File: config.mk
export PLATFORM = sky130hd
export DESIGN_NAME = line_refill_engine_flat
export DESIGN_NICKNAME = d
export VERILOG_FILES = /design/src/rtl/line_refill_engine_if.sv /design/src/rtl/line_refill_engine.sv /design/src/flat_wrapper.sv
export SDC_FILE = /design/constraint.sdc
export NUM_CORES = 1
export LEC_CHECK = 0
export CORE_MARGIN = 2
export CORE_UTILIZATION = 30
export CTS_CLUSTER_DIAMETER = 50
export CTS_CLUSTER_SIZE = 24
export DETAILED_ROUTE_END_ITERATION = 10
export HOLD_SLACK_MARGIN = 0.08
export PLACE_DENSITY = 0.63
export SYNTH_ARGS = -nofsm -noshare
export SYNTH_HDL_FRONTEND = slang
export SYNTH_SLANG_ARGS = --single-unit
File: constraint.sdc
create_clock -name mem_clk -period 4.8 [get_ports mem_clk]
set_input_delay 0.72 -clock mem_clk [delete_from_list [all_inputs] [get_ports mem_clk]]
set_output_delay 0.72 -clock mem_clk [all_outputs]
set_load 0.02 [all_outputs]
File: src/rtl/line_refill_engine_if.sv
// ----------------------------------------------------------------------------
// line_refill_engine_if
//   Bundles the L2 line-transfer handshake and the word-wide memory bus seen
//   by line_refill_engine.
//   slave  : the engine side. It accepts line requests and issues word requests.
//   master : the environment side. This is the L2 requester plus the memory.
//   Line side  : line_req, line_write, line_addr, line_wdata -> engine
//                line_rdata, line_ack, line_err, busy       <- engine
//   Memory side: data_addr, data_mem_write, data_read_req,
//                data_write_req                             <- engine
//                data_mem_read, data_res                    -> engine
// ----------------------------------------------------------------------------
interface line_refill_engine_if #(
    parameter int LINE_WORDS = 4
);
    logic                       line_req;
    logic                       line_write;
    logic [31:0]                line_addr;
    logic [32*LINE_WORDS-1:0]   line_wdata;
    logic [32*LINE_WORDS-1:0]   line_rdata;
    logic                       line_ack;
    logic                       line_err;
    logic                       busy;
    logic [31:0]                data_addr;
    logic [31:0]                data_mem_write;
    logic                       data_read_req;
    logic                       data_write_req;
    logic [31:0]                data_mem_read;
    logic                       data_res;

    modport slave (
        input  line_req, line_write, line_addr, line_wdata, data_mem_read, data_res,
        output line_rdata, line_ack, line_err, busy,
               data_addr, data_mem_write, data_read_req, data_write_req
    );

    modport master (
        output line_req, line_write, line_addr, line_wdata, data_mem_read, data_res,
        input  line_rdata, line_ack, line_err, busy,
               data_addr, data_mem_write, data_read_req, data_write_req
    );
endinterface

File: src/rtl/line_refill_engine.sv
// ----------------------------------------------------------------------------
// line_refill_engine
//   Moves one cache line between L2 and a word-wide memory. The line is moved
//   one word at a time using level requests. A write-back sends the latched
//   line out. A refill fills line_rdata word by word.
//   Each word request is followed by a one-cycle gap with both requests low,
//   so the memory always sees a fresh rising edge.
//   Ports:
//     mem_clk : sole clock, rising edge
//     rst     : synchronous, active-high reset
//     bus     : line_refill_engine_if.slave (line handshake + memory bus)
//   Parameters:
//     LINE_WORDS     : words per line, power of two, 2..16
//     TIMEOUT_CYCLES : watchdog limit on one word request
//   Optional feature:
//     RVS192_MEM_TIMEOUT_EN : compiles in the watchdog and the ERR state.
//     Without it, line_err is tied to 0 and a word request waits forever.
// ----------------------------------------------------------------------------
module line_refill_engine #(
    parameter int LINE_WORDS     = 4,
    parameter int TIMEOUT_CYCLES = 64
) (
    input  logic                  mem_clk,
    input  logic                  rst,
    line_refill_engine_if.slave   bus
);
    localparam int CW = $clog2(LINE_WORDS);

    typedef enum logic [2:0] {
        IDLE,
        REQ,
        GAP,
        DONE
`ifdef RVS192_MEM_TIMEOUT_EN
        , ERR
`endif
    } state_t;

    state_t                       state_q, state_d;
    logic [CW-1:0]                cnt_q;
    logic [29-CW:0]               base_q;
    logic                         wr_q;
    logic [LINE_WORDS-1:0][31:0]  wdata_q;
    logic [LINE_WORDS-1:0][31:0]  rdata_q;
    logic                         last_word;
    logic                         timeout;
    logic                         rd_req, wr_req, ack, err;

    // The offset bits of line_addr are deliberately dropped.
    logic unused_addr_bits;
    assign unused_addr_bits = ^bus.line_addr[CW+1:0];

    assign last_word = (cnt_q == CW'(LINE_WORDS-1));

`ifdef RVS192_MEM_TIMEOUT_EN
    localparam int WDW = $clog2(TIMEOUT_CYCLES+1);
    logic [WDW-1:0] wd_q;

    // wd_q counts the REQ cycles that have already gone by without a
    // response. Timing out when the current cycle would be number
    // TIMEOUT_CYCLES drops the request exactly TIMEOUT_CYCLES cycles after
    // it rose.
    assign timeout = (wd_q == WDW'(TIMEOUT_CYCLES-1)) && !bus.data_res;

    always_ff @(posedge mem_clk) begin
        if (rst)
            wd_q <= '0;
        else if (state_d == REQ && state_q != REQ)
            wd_q <= '0;
        else if (state_q == REQ && !bus.data_res)
            wd_q <= wd_q + WDW'(1);
    end
`else
    assign timeout = 1'b0;
`endif

    always_ff @(posedge mem_clk) begin
        if (rst) state_q <= IDLE;
        else     state_q <= state_d;
    end

    always_comb begin
        state_d = state_q;
        rd_req  = 1'b0;
        wr_req  = 1'b0;
        ack     = 1'b0;
        err     = 1'b0;
        case (state_q)
            IDLE: if (bus.line_req) state_d = REQ;
            REQ: begin
                rd_req = !wr_q;
                wr_req = wr_q;
                if (bus.data_res)
                    state_d = last_word ? DONE : GAP;
`ifdef RVS192_MEM_TIMEOUT_EN
                else if (timeout)
                    state_d = ERR;
`endif
            end
            GAP:  state_d = REQ;
            DONE: begin
                ack     = 1'b1;
                state_d = IDLE;
            end
`ifdef RVS192_MEM_TIMEOUT_EN
            ERR: begin
                ack     = 1'b1;
                err     = 1'b1;
                state_d = IDLE;
            end
`endif
            default: state_d = IDLE;
        endcase
    end

    // Datapath. The counter is only CW bits wide, so it can never carry into
    // the line base.
    always_ff @(posedge mem_clk) begin
        if (rst) begin
            cnt_q   <= '0;
            base_q  <= '0;
            wr_q    <= 1'b0;
            wdata_q <= '0;
            rdata_q <= '0;
        end else begin
            case (state_q)
                IDLE: if (bus.line_req) begin
                    base_q  <= bus.line_addr[31:CW+2];
                    wr_q    <= bus.line_write;
                    wdata_q <= bus.line_wdata;
                    cnt_q   <= '0;
                end
                REQ: if (bus.data_res) begin
                    if (!wr_q)      rdata_q[cnt_q] <= bus.data_mem_read;
                    if (!last_word) cnt_q <= cnt_q + CW'(1);
                end
                default: ;
            endcase
        end
    end

    // Address and write data come straight from registers. They hold steady
    // for the whole REQ state and read as 0 after reset.
    assign bus.data_addr      = {base_q, cnt_q, 2'b00};
    assign bus.data_mem_write = wdata_q[cnt_q];
    assign bus.data_read_req  = rd_req;
    assign bus.data_write_req = wr_req;
    assign bus.line_rdata     = rdata_q;
    assign bus.line_ack       = ack;
    assign bus.line_err       = err;
    assign bus.busy           = (state_q != IDLE);
endmodule
File: src/flat_wrapper.sv
// flat-port wrapper written by rule: the top's interface ports become plain ports
module line_refill_engine_flat 
#(
    parameter int LINE_WORDS     = 4,
    parameter int TIMEOUT_CYCLES = 64
)
  (mem_clk, rst, bus_line_req, bus_line_write, bus_line_addr, bus_line_wdata, bus_data_mem_read, bus_data_res, bus_line_rdata, bus_line_ack, bus_line_err, bus_busy, bus_data_addr, bus_data_mem_write, bus_data_read_req, bus_data_write_req);
  line_refill_engine_if #(.LINE_WORDS(LINE_WORDS)) bus_i ();
  input  logic mem_clk;
  input  logic rst;
  input wire logic [$bits(bus_i.line_req)-1:0] bus_line_req;
  input wire logic [$bits(bus_i.line_write)-1:0] bus_line_write;
  input wire logic [$bits(bus_i.line_addr)-1:0] bus_line_addr;
  input wire logic [$bits(bus_i.line_wdata)-1:0] bus_line_wdata;
  input wire logic [$bits(bus_i.data_mem_read)-1:0] bus_data_mem_read;
  input wire logic [$bits(bus_i.data_res)-1:0] bus_data_res;
  output wire logic [$bits(bus_i.line_rdata)-1:0] bus_line_rdata;
  output wire logic [$bits(bus_i.line_ack)-1:0] bus_line_ack;
  output wire logic [$bits(bus_i.line_err)-1:0] bus_line_err;
  output wire logic [$bits(bus_i.busy)-1:0] bus_busy;
  output wire logic [$bits(bus_i.data_addr)-1:0] bus_data_addr;
  output wire logic [$bits(bus_i.data_mem_write)-1:0] bus_data_mem_write;
  output wire logic [$bits(bus_i.data_read_req)-1:0] bus_data_read_req;
  output wire logic [$bits(bus_i.data_write_req)-1:0] bus_data_write_req;
  assign bus_i.line_req = bus_line_req;
  assign bus_i.line_write = bus_line_write;
  assign bus_i.line_addr = bus_line_addr;
  assign bus_i.line_wdata = bus_line_wdata;
  assign bus_i.data_mem_read = bus_data_mem_read;
  assign bus_i.data_res = bus_data_res;
  assign bus_line_rdata = bus_i.line_rdata;
  assign bus_line_ack = bus_i.line_ack;
  assign bus_line_err = bus_i.line_err;
  assign bus_busy = bus_i.busy;
  assign bus_data_addr = bus_i.data_addr;
  assign bus_data_mem_write = bus_i.data_mem_write;
  assign bus_data_read_req = bus_i.data_read_req;
  assign bus_data_write_req = bus_i.data_write_req;
  line_refill_engine #(.LINE_WORDS(LINE_WORDS), .TIMEOUT_CYCLES(TIMEOUT_CYCLES)) u_core (.mem_clk(mem_clk), .rst(rst), .bus(bus_i));
endmodule
==> flow_summary.json, run 1 <==
{
  "run_status": "complete, no violations",
  "power.total_w": 0.00610,
  "wl_per_cell_microns": 16.1,
  "vias_per_cell": 4.50,
  "dr.pass1.iters": 4,
  "cp.arrival_ns": 2.83,
  "final_util_pct": 44.8,
  "synth-seq-cells": 289,
  "post-route-min-period_ns": 3.55,
  "cts_root_buffer": "clkbuf_16",
  "startpoint_type": "flop",
  "cts_made_buffers": 36,
  "dieArea_sq_mm": 0.0402,
  "grt_setup_unrepaired": "false",
  "cts.sinks": 289,
  "grt_max_degree": 201,
  "postPlaceCellArea_sq_mm": 0.0157,
  "design_area_sq_mm": 0.0169,
  "synth_top_area_cell": "dfxtp_1",
  "synth_area_sq_mm": 0.0116,
  "area_growth_pct": 46.2,
  "die_x_microns": 201,
  "drt_iter0_drc": 335,
  "ys_types": 30,
  "cp-end-kind": "primary output",
  "synth-compound-area-share_pct": 7.02,
  "synth_fa_ha_area_share_pct": 0.540,
  "post_cts_buffers": 0,
  "hold_violations": 0,
  "cts.repair.resized": 0,
  "critical_path_class": "flop to primary output",
  "clkTransAtPathRegs_ns": 0.05,
  "fin_tns_setup_ns": 0,
  "vias": 9397,
  "power.density_mw_per_mm2": 360,
  "ys_seq_area_share_pct": 49.9,
  "netlist.area_leader.share_pct": 49.9,
  "synth_simple_gate_area_share_pct": 20.1,
  "min_path_type": "flop to flop",
  "io_buffers": 386,
  "syn_inst": 1207,
  "drv_cap": 0,
  "synth_enable_flop_cells": 0,
  "drive_above_1_share_pct": 7.61,
  "insertion_delay_ns": 0.55,
  "core_sq_mm": 0.0378,
  "drv_slew": 0,
  "crit_fanout": 29,
  "async_reset_ff_share_pct": 0,
  "skew_ns": 0.0227,
  "start_util_pct": 30.6,
  "synthXorXnorAreaFrac_pct": 0,
  "worstPathRequired_ns": 4.08,
  "grt-ovfl-total": 0,
  "synthFlopType": "dfxtp_1",
  "syn_avg_cell_area_sq_um": 9.60,
  "synth_warnings": 0,
  "cts_tree": "built",
  "grt_pass1_wl_mm": 52.6,
  "finalCritPeriodShare_pct": 73.9,
  "ir_drop_mv": 0.249,
  "nets": 1751,
  "grt_usage_pct": 16.3,
  "detailed_place_hpwl_mm": 22.7,
  "ios": 394,
  "globalplace.congestion": 0.797,
  "cts_buffer_depth": 3,
  "dieHeight_microns": 201,
  "clock.fmax_ghz": 0.282,
  "p_leak_nw": 6.61,
  "rows": 71,
  "ant_nets": 0,
  "setup_viol": 0,
  "synth_mux_area_share_pct": 17.3,
  "hold_buffers": 0,
  "synth_top_family_by_area": "simple AND/OR/NAND/NOR gates",
  "tightest_slew_ns": 1.09,
  "drt_wl_total_mm": 33.5,
  "antenna_found_initial": 2,
  "htree_levels": 2,
  "grt_pass1_vias": 9536,
  "max_slew_margin_pct": 27.4,
  "post-route-drc-count": 0,
  "synth_area_leaders": "dfxtp_1 (50%), mux2i_1 (11%), nand2_1 (10%)"
}
==> layer usage <==
| layer | up-vias | track usage [%] | wire (microns) |
|---|---|---|---|
| met5 | - | 0 | 13 |
| met4 | 2 | 6.24 | 777 |
| met3 | 52 | 6.56 | 3130 |
| met2 | 308 | 26.0 | 15000 |
| met1 | 4363 | 19.7 | 14600 |
| li1 | 4672 | - | - |
==> synth_stat cells (5+ instances only) <==
cell / count
buf_6: 13
dfxtp_1: 289
nand2_1: 315
mux4_2: 32
buf_4: 13
ha_1: 5
mux2i_1: 128
a21oi_1: 160
buf_2: 27
clkbuf_1: 38
nand2b_1: 161
==> cell families (layout without fill, tap and decap cells) <==
logic type | after synthesis | count (layout)
AOI/OAI and AO/OA | 162 | 162
DFF | 289 | 289
buffers and inverters | 97 | 464
adders and majority gates | 5 | 5
muxes | 160 | 160
and+or+nand+nor | 493 | 493
other | 1 | 4
==> layout by cell type, fill, tap and decap left out, drive strengths merged, types with 2 or more instances in the layout <==
master,instances
clkdlybuf4s50,385
nand2,318
dfxtp,289
nand2b,161
a21oi,160
mux2i,128
clkbuf,41
mux4,32
inv,12
buf,10
clkinv,9
ha,5
bufinv,4
conb,3
clkinvlp,3
and2,3
nand3,2
==> final cells by class <==
class                      instances  area [sq um]
timing repair buffer             396          3990
clock inverter                    25           327
fill                            3680         20900
inverter                           3          11.3
clock buffer                      40           956
antenna                            1          2.50
tap                              511           639
sequential                       289          5790
multi-input combinational        823          5220
==> power by group <==
group | total [W] | leakage (nW) | switching [W] | internal (W)
combinational | 0.000678 | 3.63 | 0.000322 | 0.000356
sequential | 0.00256 | 2.36 | 0.0000579 | 0.00250
clock | 0.00287 | 0.622 | 0.00116 | 0.00170
==> worst max-delay path, stage by stage, from the launching register on <==
cell             delay [ns]
dfxtp_2                0.99
buf_4                  0.36
mux4_2                 0.32
clkdlybuf4s50_1        0.59
==> flip-flops by register name (all words and copies together) (netlist names) <==
name	flops
u_core.bus.line_rdata	128
u_core.wdata_q	128
u_core.base_q	28
u_core.cnt_q	2
u_core.state_q	2
u_core.wr_q	1
==> per-stage QoR <==
stage	setup slack, ns	cells	hold WS, ns
final	1.25	2088	0.449
after global routing	1.05	2088	0.468
after CTS	1.13	2087	0.453
after detailed placement	1.73	2022	0.445
after global placement	1.76	2022	0.440
after floorplan	2.41	1209	0.433
==> worst paths after layout <==
path / startpoint / endpoint / slack (ns) / cells past startpoint
setup / recovery: u_core.cnt_q[0]$_SDFFE_PP0P_ / bus_data_mem_write[29] / 1.25 / 3
hold / removal: u_core.wdata_q[50]$_SDFFE_PP0P_ / u_core.wdata_q[50]$_SDFFE_PP0P_ / 0.45 / 2
setup reg to reg: u_core.cnt_q[0]$_SDFFE_PP0P_ / u_core.bus.line_rdata[26]$_SDFFE_PP0P_ / 2.01 / 5
hold reg to reg: u_core.wdata_q[50]$_SDFFE_PP0P_ / u_core.wdata_q[50]$_SDFFE_PP0P_ / 0.45 / 2
(Power assumes the default switching activity.)
==> run 2, diff against run 1 <==
- PLACE_DENSITY: 0.63 -> 0.65
- clock period: 4.8 -> 2.9 ns (I/O delays scaled with it)
==> flow_summary.json, run 2 (synthesis gave the netlist of run 1 again) <==
{
  "run_status": "complete, no violations",
  "cts_made_buffers": 31,
  "die_x_microns": 201,
  "drv_slew": 0,
  "grt_max_degree": 123,
  "fin_tns_setup_ns": 0,
  "fillers": 3674,
  "multi_input_area_sq_mm": 0.00522,
  "post-route-min-period_ns": 2.77,
  "start_util_pct": 30.6,
  "skew_ns": 0.0150,
  "final_common_cell": "clkdlybuf4s50_1",
  "grt-ovfl-total": 0,
  "min_path_type": "input port to flop",
  "vias_per_cell": 4.51,
  "io_buffers": 386,
  "dieHeight_microns": 201,
  "p_leak_nw": 6.59,
  "drv_cap": 0,
  "use_met1_pct": 19.4,
  "final_util_pct": 44.7,
  "cp-end-kind": "primary output",
  "post-route-drc-count": 0,
  "final_cell_mix": "clkdlybuf4s50_1 (385), nand2_1 (315), dfxtp_1 (287), nand2b_1 (161), a21oi_1 (160)",
  "wl_per_cell_microns": 16.1,
  "cts.sinks": 289,
  "ant_nets": 0,
  "grt_pass1_wl_mm": 53.0,
  "worstPathRequired_ns": 2.47,
  "setup_viol": 0,
  "area_growth_pct": 45.9,
  "clock.fmax_ghz": 0.362,
  "grt_setup_unrepaired": "false",
  "globalplace.congestion": 0.804,
  "ios": 394,
  "clkTransAtPathRegs_ns": 0.07,
  "grt_pass1_vias": 9506,
  "ir_drop_mv": 0.423,
  "insertion_delay_ns": 0.57,
  "grt_usage_pct": 16.2,
  "cts_buffer_depth": 3,
  "dieArea_sq_mm": 0.0402,
  "busiest_layer": "met2",
  "dr.pass1.iters": 4,
  "critical_path_class": "flop to primary output",
  "htree_levels": 1,
  "cts_root_buffer": "clkbuf_16",
  "num_antenna_cells": 0,
  "core_sq_mm": 0.0378,
  "nets": 1755,
  "detailed_place_hpwl_mm": 23.2,
  "startpoint_type": "flop",
  "crit_fanout": 19,
  "seqCellArea_sq_mm": 0.00579,
  "tightest_slew_ns": 0.579,
  "power.density_mw_per_mm2": 560,
  "use_met2_pct": 27.5,
  "cp.arrival_ns": 2.33,
  "max_slew_margin_pct": 61.4,
  "finalCritPeriodShare_pct": 95.4,
  "antenna_found_initial": 2,
  "rows": 71,
  "drt_wl_total_mm": 33.6,
  "drive_above_1_share_pct": 7.67,
  "vias": 9415,
  "hold_violations": 0,
  "drt_iter0_drc": 316,
  "cts_tree": "built",
  "grtUsageMet3_pct": 5.93
}
## run 2: final timing paths
| check | startpoint | endpoint | slack, ns | depth (start not counted) |
|---|---|---|---|---|
| setup / recovery | u_core.cnt_q[0]$_SDFFE_PP0P_ | bus_data_mem_write[2] | 0.13 | 3 |
| hold / removal | bus_line_wdata[118] | u_core.wdata_q[118]$_SDFFE_PP0P_ | 0.41 | 3 |
| setup reg to reg | u_core.cnt_q[1]$_SDFFE_PP0P_ | u_core.bus.line_rdata[126]$_SDFFE_PP0P_ | 1.11 | 5 |
| hold reg to reg | u_core.base_q[15]$_SDFFE_PP0P_ | u_core.base_q[15]$_SDFFE_PP0P_ | 0.45 | 2 |
## run 2: cell type report
cell class	count	share of cell area (%)
clock buffers	33	4.75
clock inverters	24	1.60
repair buffers	405	24.6
flip-flops and latches	289	34.3
multi-input cells	823	30.9
well taps	511	3.78
inverters	3	0.0666
## run 2: through the flow
step                      setup WS [ns]  hold slack [ns]  area [sq um]  std cells  total power [W]
after global routing             0.0289            0.381         16900       2088          0.00987
after floorplan                   0.797            0.433         11600       1209          0.00490
after detailed placement          0.636            0.445         15800       2030          0.00547
after global placement            0.629            0.440         15800       2030          0.00545
after CTS                        0.0214            0.371         16900       2087          0.00960
final                             0.135            0.412         16900       2088          0.00946
## run 2: worst max-delay path: stages, from the launching register on
cell and delay [ns]:
dfxtp_2 0.39, buf_12 0.22, mux4_2 0.55, clkdlybuf4s50_1 0.60
## run 2: report_power, final
part	internal (W)	switching [W]
Sequential	0.00413	0.0000840
Clock	0.00222	0.00187
Combinational	0.000603	0.000554
## run 2: per-layer routing
| metal | up-vias | wire length [microns] |
|---|---|---|
| met5 | - | 25 |
| met2 | 310 | 15600 |
| met1 | 4383 | 14300 |
| met3 | 46 | 3130 |
| li1 | 4672 | - |
| met4 | 4 | 594 |
## run 2: repair_timing
action,4_1_cts,5_1_grt
setup endpoints to repair,1,1
pin swaps,0,0
hold buffers,0,0
cloned,0,1
gates resized for setup,1,0
setup buffers,0,0
==> run 3, diff against run 2 <==
- ABC_CLOCK_PERIOD_IN_PS: unset -> 2900
- SLEW_MARGIN: unset -> 20
==> results of run 3 <==
No change in the layout: final DEF, timing and power equal those of run 2.
